### config.mk
export PLATFORM = sky130hd
export DESIGN_NAME = gray8_frame_reader
export DESIGN_NICKNAME = d
export VERILOG_FILES = /design/src/rtl/cam_video_pkg.sv /design/src/rtl/video_timing_gen.sv /design/src/rtl/gray8_frame_reader.sv
export SDC_FILE = /design/constraint.sdc
export NUM_CORES = 1
export LEC_CHECK = 0
export BUFFER_PORTS_ARGS = -buffer_cell sky130_fd_sc_hd__buf_2
export CAP_MARGIN = 5
export CORE_UTILIZATION = 58
export DETAILED_ROUTE_END_ITERATION = 10
export PLACE_DENSITY_LB_ADDON = 0.2
export SKIP_CTS_REPAIR_TIMING = 1
export SLEW_MARGIN = 20
export SYNTH_ARGS = -nofsm -noshare
export SYNTH_HDL_FRONTEND = slang
export SYNTH_HIERARCHICAL = 1
export SYNTH_SLANG_ARGS = --single-unit
### constraint.sdc
create_clock -name clk -period 2.85 [get_ports clk]
set_input_delay 0.1425 -clock clk [delete_from_list [all_inputs] [get_ports clk]]
set_output_delay 0.1425 -clock clk [all_outputs]
set_load 0.02 [all_outputs]
### src/rtl/cam_video_pkg.sv
// Shared video timing, frame-buffer geometry and stream flag types for the grayscale chain.
package cam_video_pkg;

  localparam int unsigned HActive    = 320;
  localparam int unsigned HFp        = 8;
  localparam int unsigned HSync      = 48;
  localparam int unsigned HBp        = 24;
  localparam int unsigned HTotal     = HActive + HFp + HSync + HBp;
  localparam int unsigned HSyncStart = HActive + HFp;
  localparam int unsigned HSyncEnd   = HSyncStart + HSync;

  localparam int unsigned VActive    = 240;
  localparam int unsigned VFp        = 3;
  localparam int unsigned VSync      = 4;
  localparam int unsigned VBp        = 16;
  localparam int unsigned VTotal     = VActive + VFp + VSync + VBp;
  localparam int unsigned VSyncStart = VActive + VFp;
  localparam int unsigned VSyncEnd   = VSyncStart + VSync;

  localparam int unsigned FrameWords = 76800;
  localparam int unsigned PixW       = 8;
  localparam int unsigned PixAddrW   = 17;
  localparam int unsigned FbAddrW    = 18;
  localparam int unsigned HCntW      = 9;
  localparam int unsigned VCntW      = 9;

  typedef struct packed {
    logic act;
    logic hsync;
    logic vsync;
  } vid_flags_t;

  // Base address of a frame-buffer bank; bank 1 sits directly after bank 0.
  function automatic logic [FbAddrW-1:0] bank_base(input logic bank, input int unsigned words);
    bank_base = bank ? FbAddrW'(words) : '0;
  endfunction

endpackage

### src/rtl/video_timing_gen.sv
// Raster h/v counters advancing on pixel ticks, with active/sync flags and frame strobes.
module video_timing_gen
  import cam_video_pkg::*;
#(
  parameter int unsigned HActivePix   = HActive,
  parameter int unsigned HFrontPorch  = HFp,
  parameter int unsigned HSyncLen     = HSync,
  parameter int unsigned HBackPorch   = HBp,
  parameter int unsigned VActiveLines = VActive,
  parameter int unsigned VFrontPorch  = VFp,
  parameter int unsigned VSyncLen     = VSync,
  parameter int unsigned VBackPorch   = VBp
) (
  input  logic       clk,
  input  logic       rst_n,
  input  logic       pix_ce,
  output vid_flags_t flags_o,
  output logic       swap_pt_o,
  output logic       frame_end_o
);

  localparam int unsigned HTot = HActivePix + HFrontPorch + HSyncLen + HBackPorch;
  localparam int unsigned VTot = VActiveLines + VFrontPorch + VSyncLen + VBackPorch;

  localparam logic [HCntW-1:0] HLast  = HCntW'(HTot - 1);
  localparam logic [HCntW-1:0] HAct   = HCntW'(HActivePix);
  localparam logic [HCntW-1:0] HSyncS = HCntW'(HActivePix + HFrontPorch);
  localparam logic [HCntW-1:0] HSyncE = HCntW'(HActivePix + HFrontPorch + HSyncLen);
  localparam logic [VCntW-1:0] VLast  = VCntW'(VTot - 1);
  localparam logic [VCntW-1:0] VAct   = VCntW'(VActiveLines);
  localparam logic [VCntW-1:0] VSyncS = VCntW'(VActiveLines + VFrontPorch);
  localparam logic [VCntW-1:0] VSyncE = VCntW'(VActiveLines + VFrontPorch + VSyncLen);

  logic [HCntW-1:0] h_cnt_q, h_cnt_d;
  logic [VCntW-1:0] v_cnt_q, v_cnt_d;

  always_comb begin
    h_cnt_d = h_cnt_q;
    v_cnt_d = v_cnt_q;
    if (pix_ce) begin
      if (h_cnt_q == HLast) begin
        h_cnt_d = '0;
        v_cnt_d = (v_cnt_q == VLast) ? '0 : v_cnt_q + 1'b1;
      end else begin
        h_cnt_d = h_cnt_q + 1'b1;
      end
    end
  end

  always_ff @(posedge clk or negedge rst_n) begin
    if (!rst_n) begin
      h_cnt_q <= '0;
      v_cnt_q <= '0;
    end else begin
      h_cnt_q <= h_cnt_d;
      v_cnt_q <= v_cnt_d;
    end
  end

  always_comb begin
    flags_o.act   = (h_cnt_q < HAct) && (v_cnt_q < VAct);
    flags_o.hsync = (h_cnt_q >= HSyncS) && (h_cnt_q < HSyncE);
    flags_o.vsync = (v_cnt_q >= VSyncS) && (v_cnt_q < VSyncE);
    // Start of vsync: the only place the display bank may change.
    swap_pt_o     = (h_cnt_q == '0) && (v_cnt_q == VSyncS);
    frame_end_o   = (h_cnt_q == HLast) && (v_cnt_q == VLast);
  end

endmodule

### src/rtl/gray8_frame_reader.sv
// Double-buffered frame-buffer reader: two-stage pipeline from raster counters to pixel stream.
module gray8_frame_reader
  import cam_video_pkg::*;
#(
  parameter int unsigned HActivePix   = HActive,
  parameter int unsigned HFrontPorch  = HFp,
  parameter int unsigned HSyncLen     = HSync,
  parameter int unsigned HBackPorch   = HBp,
  parameter int unsigned VActiveLines = VActive,
  parameter int unsigned VFrontPorch  = VFp,
  parameter int unsigned VSyncLen     = VSync,
  parameter int unsigned VBackPorch   = VBp,
  parameter int unsigned BankWords    = FrameWords
) (
  input  logic                clk,
  input  logic                rst_n,
  input  logic                pix_ce,
  input  logic                swap_req,
  output logic                swap_ack,
  output logic [FbAddrW-1:0]  fb_rd_addr,
  input  logic [PixW-1:0]     fb_rd_data,
  output logic [PixW-1:0]     pixel_out,
  output logic [PixAddrW-1:0] pixel_addr,
  output logic                active_area,
  output logic                hsync,
  output logic                vsync,
  output logic                enable
);

  vid_flags_t flags;
  logic       swap_pt, frame_end;

  video_timing_gen #(
    .HActivePix  (HActivePix),
    .HFrontPorch (HFrontPorch),
    .HSyncLen    (HSyncLen),
    .HBackPorch  (HBackPorch),
    .VActiveLines(VActiveLines),
    .VFrontPorch (VFrontPorch),
    .VSyncLen    (VSyncLen),
    .VBackPorch  (VBackPorch)
  ) u_timing (
    .clk        (clk),
    .rst_n      (rst_n),
    .pix_ce     (pix_ce),
    .flags_o    (flags),
    .swap_pt_o  (swap_pt),
    .frame_end_o(frame_end)
  );

  logic [PixAddrW-1:0] lin_q, lin_d, lin_a_q, lin_a_d, paddr_q, paddr_d;
  logic [FbAddrW-1:0]  rd_addr_q, rd_addr_d;
  logic [PixW-1:0]     pix_q, pix_d;
  vid_flags_t          flags_a_q, flags_a_d, flags_b_q, flags_b_d;
  logic                bank_q, bank_d, pend_q, pend_d, ack_q, ack_d;

  always_comb begin
    lin_d     = lin_q;
    rd_addr_d = rd_addr_q;
    lin_a_d   = lin_a_q;
    flags_a_d = flags_a_q;
    pix_d     = pix_q;
    paddr_d   = paddr_q;
    flags_b_d = flags_b_q;
    if (pix_ce) begin
      if (frame_end) begin
        lin_d = '0;
      end else if (flags.act) begin
        lin_d = lin_q + 1'b1;
      end
      // Reads only in the active area; the address holds otherwise.
      if (flags.act) begin
        rd_addr_d = bank_base(bank_q, BankWords) + FbAddrW'(lin_q);
      end
      lin_a_d   = lin_q;
      flags_a_d = flags;
      pix_d     = flags_a_q.act ? fb_rd_data : '0;
      paddr_d   = flags_a_q.act ? lin_a_q : '0;
      flags_b_d = flags_a_q;
    end
  end

  always_comb begin
    bank_d = bank_q;
    pend_d = pend_q;
    ack_d  = 1'b0;
    if (pix_ce && swap_pt) begin
      if (pend_q || swap_req) begin
        bank_d = ~bank_q;
        pend_d = 1'b0;
        ack_d  = 1'b1;
      end
    end else if (swap_req) begin
      pend_d = 1'b1;
    end
  end

  always_ff @(posedge clk or negedge rst_n) begin
    if (!rst_n) begin
      lin_q     <= '0;
      rd_addr_q <= '0;
      lin_a_q   <= '0;
      flags_a_q <= '0;
      pix_q     <= '0;
      paddr_q   <= '0;
      flags_b_q <= '0;
      bank_q    <= 1'b0;
      pend_q    <= 1'b0;
      ack_q     <= 1'b0;
    end else begin
      lin_q     <= lin_d;
      rd_addr_q <= rd_addr_d;
      lin_a_q   <= lin_a_d;
      flags_a_q <= flags_a_d;
      pix_q     <= pix_d;
      paddr_q   <= paddr_d;
      flags_b_q <= flags_b_d;
      bank_q    <= bank_d;
      pend_q    <= pend_d;
      ack_q     <= ack_d;
    end
  end

  assign fb_rd_addr  = rd_addr_q;
  assign pixel_out   = pix_q;
  assign pixel_addr  = paddr_q;
  assign active_area = flags_b_q.act;
  assign hsync       = flags_b_q.hsync;
  assign vsync       = flags_b_q.vsync;
  assign swap_ack    = ack_q;
  assign enable      = pix_ce;

endmodule

# Yosys cells after proc, flatten, opt, wreduce, memory -nomap -nowiden
# Cells that the tools add are included.
dict set report classes {
  addsub 4
  bitwise 1
  n_shift 0
  n_mul 0
  reduce_logical 15
  div 0
  mux 12
  order_cmp 6
  eq_ne 4
}
# op n
set op_table {}
lappend op_table {{17-bit two-way mux} 4}
lappend op_table {{17-bit by 17-bit adder with 18-bit output} 1}
lappend op_table {{9-bit by 1-bit adder with 9-bit output (second input constant)} 2}
lappend op_table {{9-bit == test (second input constant)} 2}
lappend op_table {{9-bit by 8-bit less-than comparator with 1-bit output (second input constant)} 2}
lappend op_table {{9-bit less-than comparator (second input constant)} 2}
lappend op_table {{9-bit two-way mux} 2}
lappend op_table {{17-bit by 1-bit adder with 17-bit output (second input constant)} 1}
lappend op_table {{2-bit AND reduction} 5}
lappend op_table {{9-bit by 8-bit == test with 1-bit output (second input constant)} 1}
lappend op_table {{9-bit by 8-bit greater-or-equal comparator with 1-bit output (second input constant)} 1}
lappend op_table {{9-bit greater-or-equal comparator (second input constant)} 1}
lappend op_table {{9-bit logical NOT} 1}
lappend op_table {{8-bit two-way mux} 1}
lappend op_table {{1-bit logical AND} 6}
lappend op_table {{1-bit two-way mux} 5}
lappend op_table {{2-bit nonzero test} 2}
lappend op_table {{2-bit by 1-bit inequality test with 1-bit output (second input constant)} 1}
lappend op_table {{1-bit logical OR} 1}
lappend op_table {{1-bit NOT} 1}
dict set report totals {
  mem_bits_rw 0
  out_inout_bits 48
  latch_bits 0
  ff_bits 104
  elab_cells 58
  rom_bits 0
  n_memories 0
}

# Longest topological paths before layout
# Gate-level depths: netlist (run 1).
dict set report depth {
  ltp_word 5
  ltp_mapped 9
  ltp_nobuf 9
}

# Modules after synthesis
# Netlist (run 1), hierarchy kept.
# module cells_per_inst seq_area_each_um2 instances area_each_um2
set modules_own_cells {}
lappend modules_own_cells {gray8_frame_reader 334 2152.1 1 3696.0}
lappend modules_own_cells {video_timing_gen 119 450.4 1 1116.1}

# Least setup slack after synthesis (run 1)
# OpenSTA, ideal clock, no wires.
dict set report synth_timing {
  path_kind {reg-to-reg}
  start {register u_timing.v_cnt_q[5]}
  end {register lin_q[12]}
  synth_period_minus_slack_ns 2.484
  setup_ns 0.077
  path_slack_ns 0.366
  path_buffers 0
  t_required_ns 2.773
  arrival_time_ns 2.407
  path_stages_with_launch 8
  path_cell_list {dfrtp_1 nor4_2 nand2_1 nor2_1 o2111a_1 nand2_1 or4_1 a21oi_1}
}
dict set report synth_via {
  elab_chain_cells 4
  elab_cells_between_ends 7
  classes_between {1 x order compare; 1 x eq/ne; 1 x mux; 4 x reduce/logical}
}
# element line_no
set synth_rtl {}
lappend synth_rtl {{start: declaration} video_timing_gen.sv:35} ;# logic [VCntW-1:0] v_cnt_q, v_cnt_d;
lappend synth_rtl {{start signal: assignment} video_timing_gen.sv:56} ;# v_cnt_q <= v_cnt_d;
lappend synth_rtl {{9-bit == test (*)} video_timing_gen.sv:66} ;# frame_end_o = (h_cnt_q == HLast) && (v_cnt_q == VLast);
lappend synth_rtl {{1-bit logical AND (*)} video_timing_gen.sv:66}
lappend synth_rtl {{via frame_end} gray8_frame_reader.sv:31} ;# logic swap_pt, frame_end;
lappend synth_rtl {{2-bit nonzero test (no line)} -}
lappend synth_rtl {{2-bit AND reduction (no line)} -}
lappend synth_rtl {{end signal: assignment} gray8_frame_reader.sv:111} ;# lin_q <= lin_d;
lappend synth_rtl {{end: declaration} gray8_frame_reader.sv:51} ;# logic [PixAddrW-1:0] lin_q, lin_d, lin_a_q, lin_a_d, paddr_q, paddr_d;
# Mark *: on every way through the listed nets, which the timed path passes. The rest lies on a longest branch.
# A chain may end at the register's enable or synchronous reset.

# Worst setup path after layout (run 1)
# Same ends and word-level chain as after synthesis.

==> results by group, run 1 <==
STA
  • Final clock skew: 0.0130 ns
  • Setup TNS: 0 ns
  • Final Hold Vio Count: 0
  • Worst hold margin: between 0.0015 and 0.002 ns
  • Final Setup Violations: 0
  • Max Clk Rate: 389 MHz
  • RSZ-0062 raised after global routing: no
  • Final slew viol count: 0
  • Final min period: 2.57 ns
  • Worst Max-Slew Pin Slew: 0.958 ns
  • Rel. slew slack: 0.361
  • Fin crit share: 0.901

Layout
  • Layout cell share with drive strength beyond 1: 0.245
  • Fin util: 0.688
  • Most frequent cells in the layout: dfrtp_1, buf_2, o21ai_0
  • Antenna diodes: 0
  • Layout area overhead: 12.7%
  • Fin nets: 531
  • Most common cell after layout, fill and taps aside: dfrtp_1
  • Design area: about 5400 um2

Detailed routing
  • DRC errors left: 0
  • Wire per inst: 15.4 um
  • DRT iter0 DRCs: 218
  • Routed wire length: 9480 um
  • Post-DR vias/cell: around 5.7
  • Post-route antenna net violation count: 0
  • Drt pass-1 iters: 4
  • Vias: approximately 3500

Logic synthesis
  • Cell variety after synth: 54
  • Mapped cell area: 4810 um2
  • Yosys warning count: 6
  • Syn Inst Count: ~450
  • Synth Area in Adders: 0.0276
  • Largest family of logic cells by synthesized area: simple AND/OR/NAND/NOR gates
  • XOR/XNOR share of the synthesized area: 0.0328
  • Compound-Gate Fraction of Synth Area: 0.101
  • Async S/R FF share, synth: 1.00
  • Net Count, Synth: about 480
  • Synth Area per Inst: 10.6 um2
  • Number of synthesized flops with an enable pin: 0
  • Mux cell area share after synthesis: 0.0749
  • Synth Flop Type: dfrtp_1
  • Post-synth top area cell: dfrtp_1
  • Seq/Total Area, Yosys: 0.541
  • Synth Area in Simple Gates: 0.170
  • Yosys reg bits: roughly 100
  • Post-synth top area share: 0.541
  • Dominant cells by area after synthesis: dfrtp_1, mux2_2, o21ai_0

Setup path
  • Worst endpoint required time: 3.15 ns
  • CP endpoint kind: flip-flop
  • Critical path type: flip-flop to flip-flop
  • CP Max Fanout: 7
  • WP data arrival: 2.87 ns
  • Nature of the critical path startpoint: flip-flop

Clocking
  • Worst-path clk slew: approximately 0.1 ns
  • Total CTS buffers: 9
  • CTS tree: built
  • Clk_lat worst skew: 0.37 ns
  • Clk root buf: clkbuf_8
  • Maximum buffer depth of the clock tree: 2
  • Sink Count: between 100 and 150
  • H-tree Lvls: 3

Power and ir drop
  • Pwr dens: 640 nW/um2
  • P_int: 2.37 mW
  • Peak supply drop: between 0.0003 and 0.0004 V
  • Clk pwr share: 0.278
  • Sw frac: 0.317
  • Net Sw Power: around 1.1 mW
  • Register share of total power: 0.546
  • Comb pwr share: 0.177
  • Leakage: 2.54 nW

Global routing
  • Largest net degree at the start of global routing: 77
  • Number of global-route vias before repair: about 3200
  • First-pass GRT wire length: 15900 um
  • Grt total ovfl: 0
  • Gr usage total: 0.239
  • Antenna violations before repair: 0

Floorplan
  • Core ar.: 7890 um2
  • Standard-cell rows: 32
  • Die area: approximately 8700 um2
  • Die Wd: 93.1 um
  • Die H: 93.1 um
  • Initial core utilization: 0.610
  • IO Pins: 60

Worst hold path
  • Min-delay worst type: primary input to flip-flop

Placed design
  • RD Place Congestion: 0.878
  • DP HPWL: roughly 6600 um
  • Port Buf Inserts: a little under 60
  • Post-DP Area: around 5200 um2

Run status
  • Result of the run: completed

Flow run
  • Max Cap Viol: 0
kinds of logic after synthesis:
logic type,after synthesis
and+or+nand+nor,143
xor gates and xnor gates,18
AOI/OAI and AO/OA,85
muxes,32
buffers and inverters,61
adders and majority gates,10
DFF,104
layout make-up:
class	count	area, um2
flip-flops and latches	104	2600
fillers	597	2460
multi-input cells	288	1960
repair buffers	67	373
inverters	39	146
clock buffers	10	138
well taps	102	128
clock inverters	6	75.1
stage by stage:
stage / std cells / total power [mW] / worst slack [ns]
global route: 616 / 3.66 / 0.0670
detailed placement: 599 / 2.54 / 0.252
CTS: 615 / 3.50 / 0.210
finish: 616 / 3.47 / 0.281
global placement: 599 / 2.51 / 0.350
floorplan: 453 / 2.30 / 0.366
cell usage after synthesis (2+ instances only):
| library cell | number |
|---|---|
| buf_2 | 2 |
| nand3_1 | 35 |
| nor3b_1 | 2 |
| nor4_1 | 2 |
| nand2b_1 | 2 |
| ha_1 | 9 |
| buf_1 | 3 |
| clkbuf_1 | 13 |
| or4_4 | 2 |
| nor2_1 | 22 |
| o31ai_1 | 4 |
| or3_1 | 7 |
| nand4_1 | 12 |
| o21ai_0 | 41 |
| o22ai_1 | 5 |
| a21o_1 | 2 |
| inv_1 | 39 |
| o21a_1 | 4 |
| a21oi_1 | 12 |
| nand4_4 | 2 |
| mux2_2 | 32 |
| xnor2_1 | 6 |
| o21ai_1 | 8 |
| or4_1 | 3 |
| a31oi_1 | 2 |
| nor3_1 | 6 |
| buf_6 | 3 |
| and2_1 | 3 |
| nand3b_1 | 2 |
| nor2b_1 | 2 |
| xor2_1 | 12 |
| nand2_1 | 28 |
| dfrtp_1 | 104 |
| and3_1 | 2 |
power groups by stage:
stage                     clock network (mW)  registers (mW)  logic, mW
final                                  0.963            1.89      0.612
after global routing                    1.05            1.93      0.681
after CTS                              0.990            1.89      0.618
after detailed placement                   0            1.92      0.615
after global placement                     0            1.91      0.598
after floorplan                            0            1.94      0.353
critical path, stage by stage (launching register included):
cell,delay (ns)
dfrtp_1,0.48
nor4_4,0.39
nand2_1,0.21
nor2_1,0.19
o2111a_1,0.37
nand2_1,0.20
or4_1,0.50
a21oi_1,0.15
per-layer routing:
metal | track usage | up-vias | part of all wire
met5 | 0 | - | 0
met1 | 0.354 | 1699 | 0.49
li1 | - | 1695 | -
met2 | 0.359 | 92 | 0.46
met4 | 0.0846 | 0 | 0.014
met3 | 0.0358 | 9 | 0.037
state kept, by name, indices dropped and copies added (netlist names):
register / flops
bank_q: 1
vsync: 1
lin_a_q: 17
swap_ack: 1
hsync: 1
pixel_out: 8
active_area: 1
flags_a_q: 3
u_timing/h_cnt_q: 9
pend_q: 1
lin_q: 17
pixel_addr: 17
u_timing/v_cnt_q: 9
fb_rd_addr: 18
worst paths after layout:
path	endpoint	slack (ns)	depth (start not counted)	start
setup / recovery	lin_q[12]	0.28	7	u_timing/v_cnt_q[5]
hold / removal	pixel_out[6]	0.002	3	fb_rd_data[6]
setup reg to reg	lin_q[12]	0.28	7	u_timing/v_cnt_q[5]
hold reg to reg	fb_rd_addr[16]	0.49	2	fb_rd_addr[16]
max in group asynchronous	lin_q[7]	1.60	3	rst_n
min in group asynchronous	hsync	0.45	2	rst_n
No activity file was read; power rests on OpenSTA's default activity.
==> inputs of run 2 (changes only) <==
Settings changed: BUFFER_PORTS_ARGS -buffer_cell sky130_fd_sc_hd__buf_2 to default, CORE_UTILIZATION 58 to 61, DONT_BUFFER_PORTS from default to 1.
==> results by group, run 2 (synthesis results as in run 1) <==
Flow run
  • Max Cap Viol: 0

Power and ir drop
  • Register share of total power: 0.611
  • Leakage: 2.28 nW
  • Sw frac: 0.333
  • Pwr dens: 634 nW/um2
  • Net Sw Power: roughly 1.1 mW
  • Peak supply drop: 0.000363 V
  • P_int: 2.20 mW
  • Clk pwr share: 0.257
  • Comb pwr share: 0.132
  • Tot Pwr: 3.30 mW

Worst hold path
  • Worst Hold Path Cells: 2
  • Min-delay worst type: primary input to flip-flop
  • Hold path endpoint: swap_ack
  • Hold wc startpoint: swap_req

Floorplan
  • Initial core utilization: 0.626
  • Die H: ~91 um
  • IO Pins: 60
  • Core ar.: 7690 um2
  • Die area: about 8200 um2
  • Die Wd: 90.8 um
  • Standard-cell rows: 32

Layout
  • Layout area overhead: 8.11%
  • Design area: 5200 um2
  • Fin nets: 480
  • Post-Layout Cell Count: 564
  • Layout cell share with drive strength beyond 1: 0.141
  • Fin util: 0.677
  • Most common cell after layout, fill and taps aside: dfrtp_1
  • Antenna diodes: 0
  • Max reg flops: 18
  • Most frequent cells in the layout: dfrtp_1, o21ai_0, inv_1

Setup path
  • WP buf/inv: 1
  • Crit-path max cell delay: 0.49 ns
  • Crit path max-delay cell type: or4_1
  • Reg2Reg Depth: 9
  • CP Max Fanout: 7
  • Critical path type: flip-flop to flip-flop
  • Cells along the critical path: inv_1 -> ha_1 -> and4b_4 -> nand2_1 -> nor2_1 -> o2111a_2 -> nand2_1 -> or4_1 -> a21oi_1
  • CP delay by family, top: simple AND/OR/NAND/NOR gates
  • Flop-to-flop setup slack: 0.37 ns
  • Most common cell on crit path: nand2_1
  • Nature of the critical path startpoint: flip-flop
  • Worst endpoint required time: about 3.2 ns
  • Worst r2r src: u_timing/v_cnt_q[0]
  • Worst R2R End: lin_q[12]
  • WP data arrival: 2.78 ns
  • CP endpoint kind: flip-flop

Placed design
  • Dpl cells: 536
  • Post-DP Area: 4850 um2
  • Setup Slack @ Placement: 0.257 ns
  • DP HPWL: between 6000 and 7000 um
  • Port Buf Inserts: 0
  • RD Place Congestion: ~0.91

Clocking
  • Sink Count: 104
  • Total CTS buffers: 9
  • Maximum buffer depth of the clock tree: 2
  • Clk_lat worst skew: 0.37 ns
  • CTS tree: built
  • Clk root buf: clkbuf_8
  • H-tree Lvls: 3
  • Worst-path clk slew: ~0.1 ns

STA
  • Final Hold Vio Count: 0
  • Final min period: 2.48 ns
  • Final slew viol count: 0
  • Worst hold margin: 0.0228 ns
  • Final WS setup: 0.367 ns
  • Setup TNS: 0 ns
  • Final Setup Violations: 0
  • Final clock skew: roughly 0.017 ns
  • RSZ-0062 raised after global routing: no
  • Max Clk Rate: 403 MHz
  • Worst Max-Slew Pin Slew: 0.857 ns
  • Rel. slew slack: 0.428
  • Fin crit share: 0.871

Global routing
  • Number of global-route vias before repair: 3254
  • First-pass GRT wire length: 15700 um
  • Antenna violations before repair: 0
  • Gr usage total: 0.241
  • Largest net degree at the start of global routing: 105
  • Grt total ovfl: 0

Detailed routing
  • Routed wire length: approximately 9800 um
  • Wire per inst: roughly 17 um
  • Post-route antenna net violation count: 0
  • DRT iter0 DRCs: 212
  • Drt pass-1 iters: 4
  • Vias: between 3000 and 4000
  • DRC errors left: 0
  • Post-DR vias/cell: 5.92

Run status
  • Result of the run: completed
==> run 2: cell type report <==
class                           instances  area (um2)
Sequential cell                       104        2600
Clock inverter                          6        52.6
Tap cell                              102         128
Clock buffer                            9         124
Fill cell                             621        2480
Timing Repair Buffer                   16         188
Inverter                               39         146
Multi-Input combinational cell        288        1960
==> run 2: layer usage <==
metal	share of wire	vias up	global-route usage
li1	-	1588	-
met1	0.44	1672	0.307
met2	0.50	61	0.406
met3	0.034	19	0.0455
met4	0.022	0	0.0992
met5	0	-	0
==> run 2: worst max path at each step <==
stage                        startpoint        end  slack, ns  cells past startpoint
global route        u_timing/v_cnt_q[5]  lin_q[12]       0.08                      7
global placement    u_timing/v_cnt_q[5]  lin_q[12]       0.37                      7
floorplan           u_timing/v_cnt_q[5]  lin_q[12]       0.37                      7
detailed placement  u_timing/v_cnt_q[5]  lin_q[12]       0.26                      7
CTS                 u_timing/v_cnt_q[5]  lin_q[12]       0.23                      7
finish              u_timing/v_cnt_q[0]  lin_q[12]       0.37                      9
==> run 2: power groups by stage <==
stage / registers (mW) / logic [mW] / clock network (mW)
final: 2.02 / 0.436 / 0.847
after global routing: 2.04 / 0.493 / 0.917
after CTS: 2.01 / 0.368 / 0.869
after detailed placement: 2.04 / 0.364 / 0
after global placement: 2.03 / 0.344 / 0
after floorplan: 1.94 / 0.353 / 0
==> inputs of run 3 (changes only) <==
Settings changed: ABC_AREA from default to 1.
==> results by group, run 3 <==
Setup path
  • Crit-path max cell delay: 0.43 ns
  • Critical path type: flip-flop to flip-flop
  • Most common cell on crit path: nor2_1
  • CP Max Fanout: 12
  • CP endpoint kind: flip-flop
  • Worst r2r src: u_timing/v_cnt_q[0]
  • Crit path max-delay cell type: dfrtp_1
  • Cells along the critical path: inv_1 -> ha_1 -> nand4_1 -> nor2_2 -> inv_1 -> nor2_1 -> nand2_4 -> nand2_4 -> nand3_2 -> nor2_1 -> nand3_1 -> nand2_1 -> nor2_1
  • Worst endpoint required time: 3.12 ns
  • Nature of the critical path startpoint: flip-flop
  • WP data arrival: 2.49 ns
  • Critical Path Start: u_timing/v_cnt_q[0]
  • WP buf/inv: 2
  • CP delay by family, top: simple AND/OR/NAND/NOR gates

Placed design
  • Port Buf Inserts: 0
  • RD Place Congestion: 0.944
  • Dpl cells: between 600 and 700
  • DP HPWL: 6760 um

Power and ir drop
  • Tot Pwr: slightly above 4 mW
  • Leakage: around 2.7 nW
  • Pwr dens: approximately 760 nW/um2
  • Peak supply drop: 0.000283 V

Logic synthesis
  • Cell variety after synth: 36
  • Most frequent cell after synthesis: nand2_1
  • Seq/Total Area, Yosys: 0.522
  • Post-synth top area share: 0.522
  • Net Count, Synth: 621
  • Mapped cell area: 4980 um2
  • Synth Flop Type: dfrtp_1
  • Number of synthesized flops with an enable pin: 0
  • Dominant cells by area after synthesis: dfrtp_1, nand2_1, inv_1
  • Yosys reg bits: 104
  • Syn Inst Count: between 500 and 600
  • Yosys warning count: 6
  • Synth Area per Inst: 8.32 um2
  • Commonest cells in the netlist: nand2_1, dfrtp_1, inv_1
  • Async S/R FF share, synth: 1.00
  • Post-synth top area cell: dfrtp_1

Layout
  • Layout cell share with drive strength beyond 1: 0.0755
  • Most common cell after layout, fill and taps aside: nand2_1
  • Layout area overhead: 7.66%
  • Storage cell area: 2600 um2
  • Fillcell total: 641
  • Fin util: 0.687
  • Multi-input logic area: 1880 um2
  • Post-Layout Cell Count: 711
  • Max reg flops: 18
  • Fin nets: 626
  • Most frequent cells in the layout: nand2_1, dfrtp_1, inv_1
  • Antenna diodes: 0

Flow run
  • Max Cap Viol: 0

STA
  • Worst Max-Slew Pin Slew: 0.636 ns
  • Fin crit share: 0.779
  • RSZ-0062 raised after global routing: no
  • Final slew viol count: 0
  • Final Hold Vio Count: 0
  • Final Setup Violations: 0
  • Final min period: approximately 2.2 ns
  • Setup TNS: 0 ns
  • Final clock skew: roughly 0.011 ns
  • Max Clk Rate: 450 MHz
  • Rel. slew slack: 0.575

Detailed routing
  • Vias: between 3000 and 4000
  • Drt pass-1 iters: 7
  • DRT iter0 DRCs: about 250
  • DRC errors left: 0
  • Post-route antenna net violation count: 0
  • Post-DR vias/cell: between 5 and 6
  • Wire per inst: 14.2 um
  • Routed wire length: a little over 10000 um

Clocking
  • CTS tree: built
  • Clk root buf: clkbuf_8
  • H-tree Lvls: 3
  • Sink Count: roughly 100
  • Maximum buffer depth of the clock tree: 2
  • Clk_lat worst skew: 0.37 ns
  • Total CTS buffers: 9
  • Worst-path clk slew: around 0.11 ns

Global routing
  • Number of global-route vias before repair: 3666
  • Grt total ovfl: 0
  • First-pass GRT wire length: 17000 um
  • Antenna violations before repair: 0
  • Gr usage total: 0.252
  • Largest net degree at the start of global routing: 105

Floorplan
  • Die area: 8530 um2
  • IO Pins: 60
  • Die Wd: 92.4 um
  • Initial core utilization: 0.638
  • Core ar.: 7810 um2
  • Standard-cell rows: 32
  • Die H: 92.4 um

Worst hold path
  • Min-delay worst type: primary input to flip-flop
  • Hold wc startpoint: pix_ce

Run status
  • Result of the run: completed
-- run 3: kinds of logic (layout without fill, tap and decap cells) --
kind of cell	count (synthesis)	after routing	share of synthesized area
AOI/OAI and AO/OA	90	90	0.0972
xor gates and xnor gates	8	8	0.0141
adders and majority gates	10	10	0.0266
buffers and inverters	124	134	0.100
DFF	104	104	0.522
and+or+nand+nor	263	263	0.240
-- run 3: worst min-delay path: stages --
cell	delay (ns)
inv_1	0.06
nor2_1	0.05
nand3_1	0.05
nand2_1	0.04
-- run 3: area by class of cell --
type | instances | area share
clock buffers | 9 | 0.0231
clock inverters | 7 | 0.0121
inverters | 104 | 0.0730
flip-flops and latches | 104 | 0.485
well taps | 102 | 0.0238
repair buffers | 14 | 0.0322
multi-input cells | 371 | 0.351
-- run 3: path summary, 6_finish.rpt --
| kind | end | slack [ns] | cells after the start |
|---|---|---|---|
| setup / recovery | lin_q[13] | 0.63 | 13 |
| hold / removal | u_timing/v_cnt_q[8] | 0.01 | 4 |
| setup reg to reg | lin_q[13] | 0.63 | 13 |
| hold reg to reg | hsync | 0.53 | 2 |
| max in group asynchronous | u_timing/v_cnt_q[5] | 2.11 | 2 |
| min in group asynchronous | lin_a_q[0] | 0.40 | 2 |
-- run 3: per-stage QoR --
step / hold slack (ns) / cell area, um2 / worst slack [ns]
after detailed placement: -0.151 / 5010 / 0.667
after global placement: -0.151 / 5010 / 0.802
after CTS: -0.561 / 5200 / 0.660
final: 0.0146 / 5370 / 0.629
after global routing: 0.0301 / 5370 / 0.376
after floorplan: -0.153 / 4980 / 1.03
-- run 3: where the power goes --
part	switching (mW)	leakage [nW]	internal, mW
logic	0.582	1.30	0.290
registers	0.498	1.31	1.80
clock network	0.544	0.0874	0.337
total	1.62	2.69	2.43
-- run 3: layer usage --
layer,vias up,share of wire,global-route usage
li1,1891,-,-
met1,1804,0.48,0.374
met2,103,0.45,0.374
met3,13,0.053,0.0452
met4,0,0.012,0.0833
met5,-,0,0
